<file path="src/rtl/pipe_stage_skid_pkg.sv">
// Shared types and constants for handshaked pipeline-stage registers.
// The EX/MEM field widths and control-word layout live here. The skid FSM
// state encoding and its occupancy mapping also live here.
package pipe_pkg;

    localparam int XLEN         = 64;
    localparam int REGADDR_W    = 5;
    localparam int EXMEM_DATA_W = 3 * XLEN + REGADDR_W;

    typedef struct packed {
        logic branch;
        logic memread;
        logic memtoreg;
        logic memwrite;
        logic regwrite;
        logic zero;
    } exmem_ctrl_t;

    localparam int EXMEM_CTRL_W = $bits(exmem_ctrl_t);

    typedef enum logic [1:0] {
        EMPTY = 2'd0,
        ONE   = 2'd1,
        TWO   = 2'd2
    } skid_state_t;

    // Number of beats held in a given skid state.
    function automatic logic [1:0] state_occupancy(input skid_state_t st);
        logic [1:0] occ;
        case (st)
            EMPTY:   occ = 2'd0;
            ONE:     occ = 2'd1;
            TWO:     occ = 2'd2;
            default: occ = 2'd0;
        endcase
        return occ;
    endfunction

endpackage

</file>
<file path="src/rtl/pipe_stage_skid_slot.sv">
// One storage slot of a pipeline stage. It holds a valid bit, a control word
// and a data word. A clear drops valid and ctrl but leaves the data word
// alone, so a squashed slot looks like a NOP without extra data-path enables.
module pipe_slot #(
    parameter int DATA_W = 197,
    parameter int CTRL_W = 6
) (
    input  logic              clk,
    input  logic              reset,
    input  logic              load,
    input  logic              clear,
    input  logic [CTRL_W-1:0] next_ctrl,
    input  logic [DATA_W-1:0] next_data,
    output logic              valid,
    output logic [CTRL_W-1:0] ctrl,
    output logic [DATA_W-1:0] data
);

    logic              valid_r;
    logic [CTRL_W-1:0] ctrl_r;
    logic [DATA_W-1:0] data_r;

    // Slot register: clear beats load, and data is only written on load.
    always_ff @(posedge clk or posedge reset) begin
        if (reset) begin
            valid_r <= 1'b0;
            ctrl_r  <= '0;
            data_r  <= '0;
        end else if (clear) begin
            valid_r <= 1'b0;
            ctrl_r  <= '0;
        end else if (load) begin
            valid_r <= 1'b1;
            ctrl_r  <= next_ctrl;
            data_r  <= next_data;
        end
    end

    assign valid = valid_r;
    assign ctrl  = ctrl_r;
    assign data  = data_r;

endmodule

</file>
<file path="src/rtl/pipe_stage_skid.sv">
// Handshaked pipeline-stage register with an optional 2-entry skid buffer.
// SKID=1 gives a registered in_ready through a main and a skid slot.
// SKID=0 gives a single slot with a combinational in_ready.
// A flush squashes held and incoming beats. The data words are kept;
// only valid and ctrl are cleared.
module pipe_stage_skid
    import pipe_pkg::*;
#(
    parameter int          DATA_W = EXMEM_DATA_W,
    parameter int          CTRL_W = EXMEM_CTRL_W,
    parameter int unsigned SKID   = 1
) (
    input  logic              clk,
    input  logic              reset,
    input  logic              flush,
    input  logic              in_valid,
    output logic              in_ready,
    input  logic [DATA_W-1:0] in_data,
    input  logic [CTRL_W-1:0] in_ctrl,
    output logic              out_valid,
    input  logic              out_ready,
    output logic [DATA_W-1:0] out_data,
    output logic [CTRL_W-1:0] out_ctrl,
    output logic [1:0]        occupancy
);

    skid_state_t       state_r;
    skid_state_t       state_next_s;
    logic [1:0]        occupancy_r;
    logic              in_ready_r;

    logic              accept_s;
    logic              release_s;

    logic              main_valid_s;
    logic              main_load_s;
    logic              main_clear_s;
    logic              main_from_skid_s;
    logic [CTRL_W-1:0] main_ctrl_s;
    logic [DATA_W-1:0] main_data_s;
    logic [CTRL_W-1:0] main_next_ctrl_s;
    logic [DATA_W-1:0] main_next_data_s;

    logic              skid_valid_s;
    logic              skid_load_s;
    logic              skid_clear_s;
    logic [CTRL_W-1:0] skid_ctrl_s;
    logic [DATA_W-1:0] skid_data_s;

    assign accept_s  = in_valid && in_ready;
    assign release_s = main_valid_s && out_ready;

    // On a TWO->ONE release the main slot refills from the skid slot.
    // Otherwise it takes the upstream beat.
    assign main_next_ctrl_s = main_from_skid_s ? skid_ctrl_s : in_ctrl;
    assign main_next_data_s = main_from_skid_s ? skid_data_s : in_data;

    pipe_slot #(.DATA_W(DATA_W), .CTRL_W(CTRL_W)) u_main (
        .clk       (clk),
        .reset     (reset),
        .load      (main_load_s),
        .clear     (main_clear_s),
        .next_ctrl (main_next_ctrl_s),
        .next_data (main_next_data_s),
        .valid     (main_valid_s),
        .ctrl      (main_ctrl_s),
        .data      (main_data_s)
    );

    generate
        if (SKID != 0) begin : g_skid
            pipe_slot #(.DATA_W(DATA_W), .CTRL_W(CTRL_W)) u_skid (
                .clk       (clk),
                .reset     (reset),
                .load      (skid_load_s),
                .clear     (skid_clear_s),
                .next_ctrl (in_ctrl),
                .next_data (in_data),
                .valid     (skid_valid_s),
                .ctrl      (skid_ctrl_s),
                .data      (skid_data_s)
            );
            assign in_ready = in_ready_r;
        end else begin : g_single
            assign skid_valid_s = 1'b0;
            assign skid_ctrl_s  = '0;
            assign skid_data_s  = '0;
            assign in_ready     = !main_valid_s || out_ready;
        end
    endgenerate

    // Next-state and slot-control decode. Flush overrides accept and release.
    always_comb begin
        state_next_s     = state_r;
        main_load_s      = 1'b0;
        main_clear_s     = 1'b0;
        main_from_skid_s = 1'b0;
        skid_load_s      = 1'b0;
        skid_clear_s     = 1'b0;
        if (flush) begin
            state_next_s = EMPTY;
            main_clear_s = 1'b1;
            skid_clear_s = 1'b1;
        end else if (SKID != 0) begin
            case (state_r)
                EMPTY: begin
                    if (accept_s) begin
                        main_load_s  = 1'b1;
                        state_next_s = ONE;
                    end else begin
                        state_next_s = EMPTY;
                    end
                end
                ONE: begin
                    if (accept_s && release_s) begin
                        main_load_s  = 1'b1;
                        state_next_s = ONE;
                    end else if (accept_s) begin
                        skid_load_s  = 1'b1;
                        state_next_s = TWO;
                    end else if (release_s) begin
                        main_clear_s = 1'b1;
                        state_next_s = EMPTY;
                    end else begin
                        state_next_s = ONE;
                    end
                end
                TWO: begin
                    if (release_s) begin
                        main_load_s      = 1'b1;
                        main_from_skid_s = 1'b1;
                        skid_clear_s     = 1'b1;
                        state_next_s     = ONE;
                    end else begin
                        state_next_s = TWO;
                    end
                end
                default: begin
                    state_next_s = EMPTY;
                    main_clear_s = 1'b1;
                    skid_clear_s = 1'b1;
                end
            endcase
        end else begin
            if (accept_s) begin
                main_load_s  = 1'b1;
                state_next_s = ONE;
            end else if (release_s) begin
                main_clear_s = 1'b1;
                state_next_s = EMPTY;
            end else begin
                state_next_s = state_r;
            end
        end
    end

    // State register. occupancy and in_ready are registered alongside it.
    always_ff @(posedge clk or posedge reset) begin
        if (reset) begin
            state_r     <= EMPTY;
            occupancy_r <= 2'd0;
            in_ready_r  <= 1'b1;
        end else begin
            state_r     <= state_next_s;
            occupancy_r <= state_occupancy(state_next_s);
            in_ready_r  <= (state_next_s != TWO);
        end
    end

    assign out_valid = main_valid_s;
    assign out_data  = main_data_s;
    assign out_ctrl  = main_ctrl_s & {CTRL_W{main_valid_s}};
    assign occupancy = occupancy_r;

endmodule

</file>
<file path="config.mk">
export PLATFORM = sky130hd
export DESIGN_NAME = pipe_stage_skid
export DESIGN_NICKNAME = d
export VERILOG_FILES = /design/src/rtl/pipe_stage_skid_pkg.sv /design/src/rtl/pipe_stage_skid_slot.sv /design/src/rtl/pipe_stage_skid.sv
export SDC_FILE = /design/constraint.sdc
export NUM_CORES = 1
export LEC_CHECK = 0
export ABC_CLOCK_PERIOD_IN_PS = 14500
export BUFFER_PORTS_ARGS = -buffer_cell sky130_fd_sc_hd__buf_4
export CAP_MARGIN = 20
export CORE_ASPECT_RATIO = 0.8
export CORE_MARGIN = 3
export CORE_UTILIZATION = 53
export CTS_CLUSTER_DIAMETER = 100
export CTS_CLUSTER_SIZE = 30
export DETAILED_ROUTE_END_ITERATION = 7
export GPL_TIMING_DRIVEN = 1
export PLACE_DENSITY = 0.79
export SYNTH_ARGS = -nofsm -noshare
export SYNTH_HDL_FRONTEND = slang
export SYNTH_SLANG_ARGS = --single-unit
</file>
<file path="constraint.sdc">
create_clock -name clk -period 14.5 [get_ports clk]
set_input_delay 1.45 -clock clk [delete_from_list [all_inputs] [get_ports clk]]
set_output_delay 1.45 -clock clk [all_outputs]
set_load 0.03 [all_outputs]
</file>
==> impl_metrics.toml, run 1 <==
[route]
via_per_inst = 5.50
antenna_left = 0
post_drt_wl_per_cell_um = 18.7
drc = 0
wirelength_um = 43700
vias = 12800
drtIter0Drc = 1026
drt-pass1-iter-count = 5

[synthesis]
synth-seq-area-share_pct = 61.0
syn_area_sq_um = 16900
postSynthCellCount = 1578
synth.area.top_cells = "dfrtp_1 (61%), mux2_2 (13%), nand2_1 (9.1%), a31oi_1 (7.5%), nor2_1 (4.5%)"
synth.most_common_cell = "dfrtp_1"
synth_edf_count = 0
synth_area_per_cell_sq_um = 10.7
yosys-top-cells-count = "dfrtp_1 (411), nand2_1 (410), a31oi_1 (204)"
ys.flop_type = "dfrtp_1"
synth-async-reset-ratio_pct = 100
yosys.area.top_type = "dfrtp_1"
synth.distinct_cells = 24
syn-num-nets = 1789
synth_top_area_share_pct = 60.8
ys_ff_latch = 412
ys.warnings.count = 0

[floorplan]
start_util_pct = 54.7
die_area_sq_um = 34100
num_io_pins = 415
die_x_um = 206
std_cell_rows = 57
die_height_um = 166
core_sq_um = 30900

[clocking]
root_buffer = "clkbuf_16"
cts_tree = "built"
cts.sinks = 412
cts_made_buffers = 17
cts_resized = 0
htreeDepth = 1
worstSkewPairLatency_ns = 0.52
hold_buffers = 0
clk_path_buf_depth = 3
clk_pin_slew_ns = 0.12
postCtsSetupRepairBufs = 0

[timing]
max_freq_mhz = 206
setup_violations = 0
grt_setup_unrepaired = "no"
tightestPinTransition_ns = 1.08
slew_headroom_pct = 28.1
fin_ws_ns = 9.66
clock-skew-final_ns = 0.0161
period_needed_ns = 4.84
fin_setup_tns_ns = 0
finalCritPeriodShare_pct = 33.4
maxSlewViolCount = 0
hold_viol = 0

[critical_path]
critPathRequiredTime_ns = 14.94
timing.rr.start = "u_main.valid$_DFFE_PP0P_"
timing.rr.end = "u_main.data[36]$_DFFE_PP0P_"
endpoint = "u_main.data[36]$_DFFE_PP0P_"
path_class = "input port to flop"
arrival_ns = 5.28
r2r_slack_ns = 10.09
reg2reg_depth = 10
start_kind = "input port"
worstPathMaxFanout = 111
endpoint_kind = "flop"
critPathLaunch = "out_ready"

[finish]
fin_nets = 2126
drive_above_1_share_pct = 34.0
final_util_pct = 66.9
area_delta_synth_final_pct = 22.3
instances_no_fill = 2334

[power_and_ir_drop]
vdd_drop_max_mv = 0.107
power-per-cell-area_nw_per_um2 = 168
leakagePower_nw = 9.48

[placement]
dpl_worst_slack_ns = 9.16
dp.cells = 2308
io_buffer_count = 414
gp_congestion = 0.811
dp_hpwl_um = 29600

[grt]
grt_first_pass_wirelength_um = 69500
grt_pass1_vias = 12900
antenna_found_initial = 1
grt_max_degree = 112
grtUsageTotal_pct = 25.0
grt-ovfl-total = 0

[worst_hold_path]
hp-class = "flop to flop"
hp-start = "g_skid.u_skid.ctrl[3]$_DFFE_PP0P_"

[run_status]
status = "completed"

[flow_run]
drv_cap = 0
==> cell type report <==
cell class                 instances  area [sq um]
multi-input combinational       1049          6110
antenna                            1          2.50
clock buffer                      23           448
fill                            2358         10200
timing repair buffer             431          3260
inverter                           4          22.5
tap                              413           517
sequential                       412         10300
clock inverter                     1          8.76
==> how the worst min path moves through the flow <==
stage / endpoint / slack [ns] / cells after the start
floorplan: g_skid.u_skid.ctrl[0]$_DFFE_PP0P_ / 0.47 / 1
global placement: g_skid.u_skid.ctrl[0]$_DFFE_PP0P_ / 0.48 / 1
detailed placement: g_skid.u_skid.ctrl[4]$_DFFE_PP0P_ / 0.48 / 1
CTS: g_skid.u_skid.ctrl[4]$_DFFE_PP0P_ / 0.52 / 1
global route: g_skid.u_skid.data[185]$_DFFE_PP0P_ / 0.53 / 1
finish: g_skid.u_skid.ctrl[3]$_DFFE_PP0P_ / 0.52 / 1
==> placed cells by master, fill, tap and decap left out, types with 2 or more instances in the layout <==
cell and n:
a22o_1 6, o21ai_0 6, dfrtp_1 411, clkbuf_1 6, inv_1 3, a31oi_1 204
a21o_1 2, mux2_2 197, nand2_1 409, nor2_1 202, ha_1 3, clkbuf_16 17
and2_1 8, buf_4 430, o21a_1 2, nand3b_1 2
==> critical path, stage by stage <==
cell,delay (ns)
buf_4,0.12
nand2_1,0.09
inv_1,0.12
ha_1,0.20
o21a_1,0.20
a311oi_4,0.26
buf_4,0.58
buf_4,0.88
buf_4,0.93
nor2_1,0.12
a31oi_1,0.21
==> registers in the layout, indices dropped and copies added, names as in the netlist <==
signal,flops
u_main.data,197
u_main.valid,1
u_main.ctrl,6
state_r,2
in_ready,1
occupancy,2
g_skid.u_skid.ctrl,6
g_skid.u_skid.data,197
==> metal layers <==
layer,track usage (%),share of wire (%)
met5,0,0
met4,8.08,3.8
met3,5.31,7.1
met2,41.1,48
met1,33.6,41
==> cell families after synthesis <==
group,share of synthesized area (%)
buffers and inverters,3.10
AND/OR/NAND/NOR,14.3
flip-flops,61.0
adder cells (fa/ha/maj),0.222
multiplexers,13.1
AO/OA/AOI/OAI,8.30
==> report_power, final <==
part | switching (mW) | internal [mW] | leakage [nW]
Clock | 0.345 | 0.222 | 0.221
Combinational | 0.645 | 0.508 | 4.48
Sequential | 0.217 | 1.54 | 4.78
Total | 1.21 | 2.27 | 9.48
==> through the flow <==
step / hold slack, ns / cell area (sq um) / power, mW
5_1_grt: 0.525 / 20700 / 3.67
4_1_cts: 0.516 / 20600 / 3.50
6_report: 0.517 / 20700 / 3.47
2_1_floorplan: 0.466 / 16900 / 2.47
3_3_place_gp: 0.485 / 20200 / 2.88
3_5_place_dp: 0.482 / 20200 / 2.94
Note: power is estimated with default switching activity, not from simulation.
==> run 2, diff against run 1 <==
- ABC_CLOCK_PERIOD_IN_PS: 14500 -> 5080
- clock period: 14.5 -> 5.08 ns (I/O delays scaled with it)
==> run 2 against run 1 <==
  * Hold slack got worse by 0.35 ns
  * First-iteration DRC count decreased by 22%
  * Clock skew down 0.0033 ns
  * Critical path type is now flop to flop
  * Critical endpoint is now u_main.data[134]$_DFFE_PP0P_
  * Highest routed layer unchanged
==> impl_metrics.toml, run 2 (same netlist as run 1, synthesis figures left out) <==
[run_status]
status = "completed"

[worst_hold_path]
hp-class = "input port to asynchronous set/reset pin"

[grt]
antenna_found_initial = 3
grtUsageTotal_pct = 24.4
grt_pass1_vias = 12700
grt_first_pass_wirelength_um = 67800
grt_max_degree = 227
grt-ovfl-total = 0

[route]
drt-pass1-iter-count = 7
drc = 0
wirelength_um = 43000
post_drt_wl_per_cell_um = 18.5
antenna_left = 0
via_per_inst = 5.49
drtIter0Drc = 802
vias = 12800

[timing]
hold_viol = 0
tightestPinTransition_ns = 1.02
slew_headroom_pct = 31.9
finalCritPeriodShare_pct = 55.4
fin_setup_tns_ns = 0
grt_setup_unrepaired = "no"
max_freq_mhz = 356
setup_violations = 0
clock-skew-final_ns = 0.0128
maxSlewViolCount = 0
period_needed_ns = 2.81

[floorplan]
die_area_sq_um = 34100
die_x_um = 206
std_cell_rows = 57
core_sq_um = 30900
die_height_um = 166
start_util_pct = 54.7
num_io_pins = 415

[clocking]
clk_pin_slew_ns = 0.12
postCtsSetupRepairBufs = 0
cts_tree = "built"
cts_resized = 0
cts_made_buffers = 17
clk_path_buf_depth = 3
root_buffer = "clkbuf_16"
hold_buffers = 0
worstSkewPairLatency_ns = 0.52
htreeDepth = 1
cts.sinks = 412

[critical_path]
arrival_ns = 3.25
crit_chain = "nor3b_1, and2_4, buf_4, nand2_1, a31oi_1"
path_class = "flop to flop"
start_kind = "flop"
cp_top_family = "simple AND/OR/NAND/NOR gates"
critPathRequiredTime_ns = 5.52
endpoint_kind = "flop"
cp_num_buf_inv = 1
critPathSlowestCell = "and2_4"
worstPathMaxFanout = 79
max_stage_delay_ns = 0.83

[finish]
fin_nets = 2122
stdcell_area_sq_um = 20700
layout_commonest_cell = "buf_4"
drive_above_1_share_pct = 33.8
area_delta_synth_final_pct = 22.5
final_cell_mix = "buf_4 (420), dfrtp_1 (411), nand2_1 (409)"

[power_and_ir_drop]
power-per-cell-area_nw_per_um2 = 478
p_seq_share_pct = 50.5
leakagePower_nw = 9.47
clkPwrFrac_pct = 16.3
vdd_drop_max_mv = 0.339
p_comb_share_pct = 33.2
netSwitchingFraction_pct = 34.6
internal-power_mw = 6.48
p_sw_mw = 3.43

[flow_run]
drv_cap = 0

[placement]
gp_congestion = 0.783
place_area_sq_um = 20200
dp_hpwl_um = 29000
io_buffer_count = 414
run 2: changes by cell type in the layout (fill, tap and decap cells not counted):
cell / delta
buf_12: +7
buf_4: -10
clkinvlp_4: +1
buf_16: -1
inv_8: -1
diode_2: +2
run 2: per-layer routing:
| layer | share of wire, % | global-route usage [%] |
|---|---|---|
| met4 | 4.0 | 8.76 |
| met3 | 6.8 | 5.21 |
| met1 | 41 | 32.8 |
| met5 | 0 | 0 |
| met2 | 48 | 39.4 |
run 2: layout make-up:
cell class | count | area, sq um
timing repair buffer | 427 | 3290
tap | 413 | 517
antenna | 3 | 7.51
clock buffer | 23 | 448
multi-input combinational | 1049 | 6110
sequential | 412 | 10300
clock inverter | 1 | 8.76
inverter | 4 | 18.8
fill | 2335 | 10200
run 2: path summary, 6_finish.rpt:
path                                                         from                                  end  slack, ns  depth (start not counted)
worst max-delay path                         state_r[1]$_DFF_PP0_         u_main.data[134]$_DFFE_PP0P_       2.27                          5
worst min-delay path                                        reset         u_main.data[152]$_DFFE_PP0P_       0.17                          2
worst max register to register               state_r[1]$_DFF_PP0_         u_main.data[134]$_DFFE_PP0P_       2.27                          5
worst min register to register  g_skid.u_skid.ctrl[1]$_DFFE_PP0P_    g_skid.u_skid.ctrl[1]$_DFFE_PP0P_       0.52                          1
max in group asynchronous                                   reset  g_skid.u_skid.data[176]$_DFFE_PP0P_       3.56                          3
min in group clk                                       in_ctrl[1]    g_skid.u_skid.ctrl[1]$_DFFE_PP0P_       0.22                          2
run 2: power groups by stage:
stage / Combinational [mW] / Sequential, mW / Clock [mW]
final: 3.28 / 5.00 / 1.62
after global placement: 3.22 / 5.00 / 0
after global routing: 3.52 / 5.15 / 1.78
after detailed placement: 3.31 / 5.07 / 0
after floorplan: 1.23 / 5.83 / 0
after CTS: 3.31 / 5.00 / 1.66
run 2: stage by stage:
stage	instances	setup slack [ns]	hold slack, ns	power, mW	utilization [%]
6_report	2332	2.27	0.165	9.90	67.1
5_1_grt	2332	2.03	0.190	10.4	67.1
4_1_cts	2329	2.25	0.190	9.98	67.0
3_5_place_dp	2305	2.15	0.489	8.38	65.6
3_3_place_gp	2305	2.25	0.483	8.21	65.6
2_1_floorplan	1578	-0.981	0.466	7.06	-
==> run 3, diff against run 2 <==
- ABC_CLOCK_PERIOD_IN_PS: 5080 -> 2500
- CORE_UTILIZATION: 53 -> 48
- PLACE_DENSITY: 0.79 -> 0.76
- clock period: 5.08 -> 2.5 ns (I/O delays scaled with it)
==> run 3 against run 2 <==
  * Critical path depth grew 3
  * Sequential cell count is the same
  * Routed wire length grew 14%
  * Count of clock-buffer cells in the layout shrank 1
  * Register-to-register slack lost 2.1 ns
  * Non-clock buffer count grew 240
==> impl_metrics.toml, run 3 (same netlist as run 1, synthesis figures left out) <==
[clocking]
htreeDepth = 1
worstSkewPairLatency_ns = 0.53
root_buffer = "clkbuf_16"
cts.sinks = 412
clk_pin_slew_ns = 0.11
cts_tree = "built"
clk_path_buf_depth = 3
postCtsSetupRepairBufs = 0
cts_made_buffers = 17

[timing]
period_needed_ns = 2.38
grt_setup_unrepaired = "no"
finalCritPeriodShare_pct = 95.0
whs_ns = 0.0707
maxSlewViolCount = 0
max_freq_mhz = 421
clock-skew-final_ns = 0.0179
setup_violations = 0
tightestPinTransition_ns = 0.620
hold_viol = 0
slew_headroom_pct = 58.6

[power_and_ir_drop]
clkPwrFrac_pct = 16.0
internal-power_mw = 13.5
netSwitchingFraction_pct = 35.0
p_comb_share_pct = 34.6
p_seq_share_pct = 49.4
power-per-cell-area_nw_per_um2 = 885
p_sw_mw = 7.24
leakagePower_nw = 10.6
vdd_drop_max_mv = 0.703

[finish]
fin_nets = 2362
area_delta_synth_final_pct = 38.4
final_cell_mix = "buf_4 (431), dfrtp_1 (411), nand2_1 (409)"
multi_input_area_sq_um = 6110
layout_commonest_cell = "buf_4"
drive_above_1_share_pct = 31.7
nFillCells = 2366
final_util_pct = 68.5
seq_area_sq_um = 10300

[critical_path]
worstPathMaxFanout = 45
crit_chain = "nand2_1, ha_1, o21a_1, a311oi_4, buf_12, buf_12, nor2_1, a31oi_1"
cp_common_cell = "buf_12"
critPathRequiredTime_ns = 2.94
arrival_ns = 2.81
max_stage_delay_ns = 0.56
critPathSlowestCell = "dfstp_2"
start_kind = "flop"
endpoint_kind = "flop"
path_class = "flop to flop"

[worst_hold_path]
hp-class = "input port to flop"

[grt]
grtUsageTotal_pct = 26.0
grt_first_pass_wirelength_um = 80100
grt_max_degree = 120
grt-ovfl-total = 0
grt_pass1_vias = 15000
antenna_found_initial = 5

[floorplan]
die_area_sq_um = 37500
die_height_um = 174
std_cell_rows = 60
core_sq_um = 34200
die_x_um = 216
start_util_pct = 49.5
num_io_pins = 415

[run_status]
status = "completed"

[route]
via_per_inst = 5.44
drtIter0Drc = 1142
post_drt_wl_per_cell_um = 18.7
wl_met3_um = 3460
route.met2.wl_um = 24100
antenna_left = 0
wirelength_um = 49000
highest_layer = "met4"
met1_length_um = 19100
vias = 14300
drc = 0
drt-pass1-iter-count = 5

[placement]
io_buffer_count = 414
dp_hpwl_um = 31300
gp_congestion = 0.796

[flow_run]
drv_cap = 0
[run 3: changes by cell type in the layout (fill, tap and decap cells not counted), sizes merged]
cell,before,now
dlygate4sd3,0,204
clkbuf,23,22
buf,427,463
diode,3,5
[run 3: stage by stage]
stage | TNS, ns | worst slack, ns | instances | power [mW] | instance area, sq um
final | 0 | 0.125 | 2625 | 20.7 | 23400
after global routing | 0 | 0.0104 | 2625 | 21.8 | 23400
after CTS | 0 | 0.153 | 2620 | 20.7 | 23400
after detailed placement | 0 | 0.183 | 2393 | 17.2 | 20900
after global placement | 0 | 0.252 | 2393 | 16.8 | 20900
after floorplan | -1359.22 | -3.30 | 1578 | 14.3 | 16900
[run 3: area by class of cell]
cell class,count,share of cell area (%)
repair buffers,667,25.3
flip-flops and latches,412,44.1
clock buffers,22,1.90
inverters,4,0.0802
diodes,5,0.0535
multi-input cells,1049,26.1
clock inverters,1,0.0374
well taps,465,2.49
[run 3: layer usage]
metal / up-vias / global-route usage (%)
met1: 7094 / 32.3
met5: - / 0
met3: 140 / 6.22
met2: 562 / 43.7
met4: 0 / 11.1
li1: 6485 / -
[run 3: power groups by stage]
stage          clock (mW)  combinational, mW  sequential, mW
2_1_floorplan           0               2.50            11.8
3_3_place_gp            0               6.63            10.2
3_5_place_dp            0               6.84            10.3
4_1_cts              3.41               7.11            10.2
5_1_grt              3.65               7.64            10.5
6_report             3.31               7.16            10.2
[run 3: path summary, 6_finish.rpt]
| kind | startpoint | endpoint | slack (ns) | depth (start not counted) |
|---|---|---|---|---|
| hold / removal | flush | in_ready$_DFF_PP1_ | 0.07 | 3 |
| min in group asynchronous | reset | u_main.data[133]$_DFFE_PP0P_ | 0.35 | 3 |
| hold reg to reg | g_skid.u_skid.ctrl[1]$_DFFE_PP0P_ | g_skid.u_skid.ctrl[1]$_DFFE_PP0P_ | 0.52 | 1 |
| setup / recovery | in_ready$_DFF_PP1_ | u_main.data[140]$_DFFE_PP0P_ | 0.12 | 8 |
| setup reg to reg | in_ready$_DFF_PP1_ | u_main.data[140]$_DFFE_PP0P_ | 0.12 | 8 |
| max in group asynchronous | reset | g_skid.u_skid.data[80]$_DFFE_PP0P_ | 1.29 | 5 |
[run 3: timing repair]
item                      in CTS  in global routing
hold buffers                 204                  0
hold endpoints to repair     423                  0
gates resized for setup        0                  0
[run 3: worst max-delay path: cells and delay by family (launching register included)]
kind            cells  cell delay, ns
fa+ha+maj           1            0.20
flops               1            0.56
buf+inv             2            0.57
simple gates        2            0.17
compound gates      3            0.78
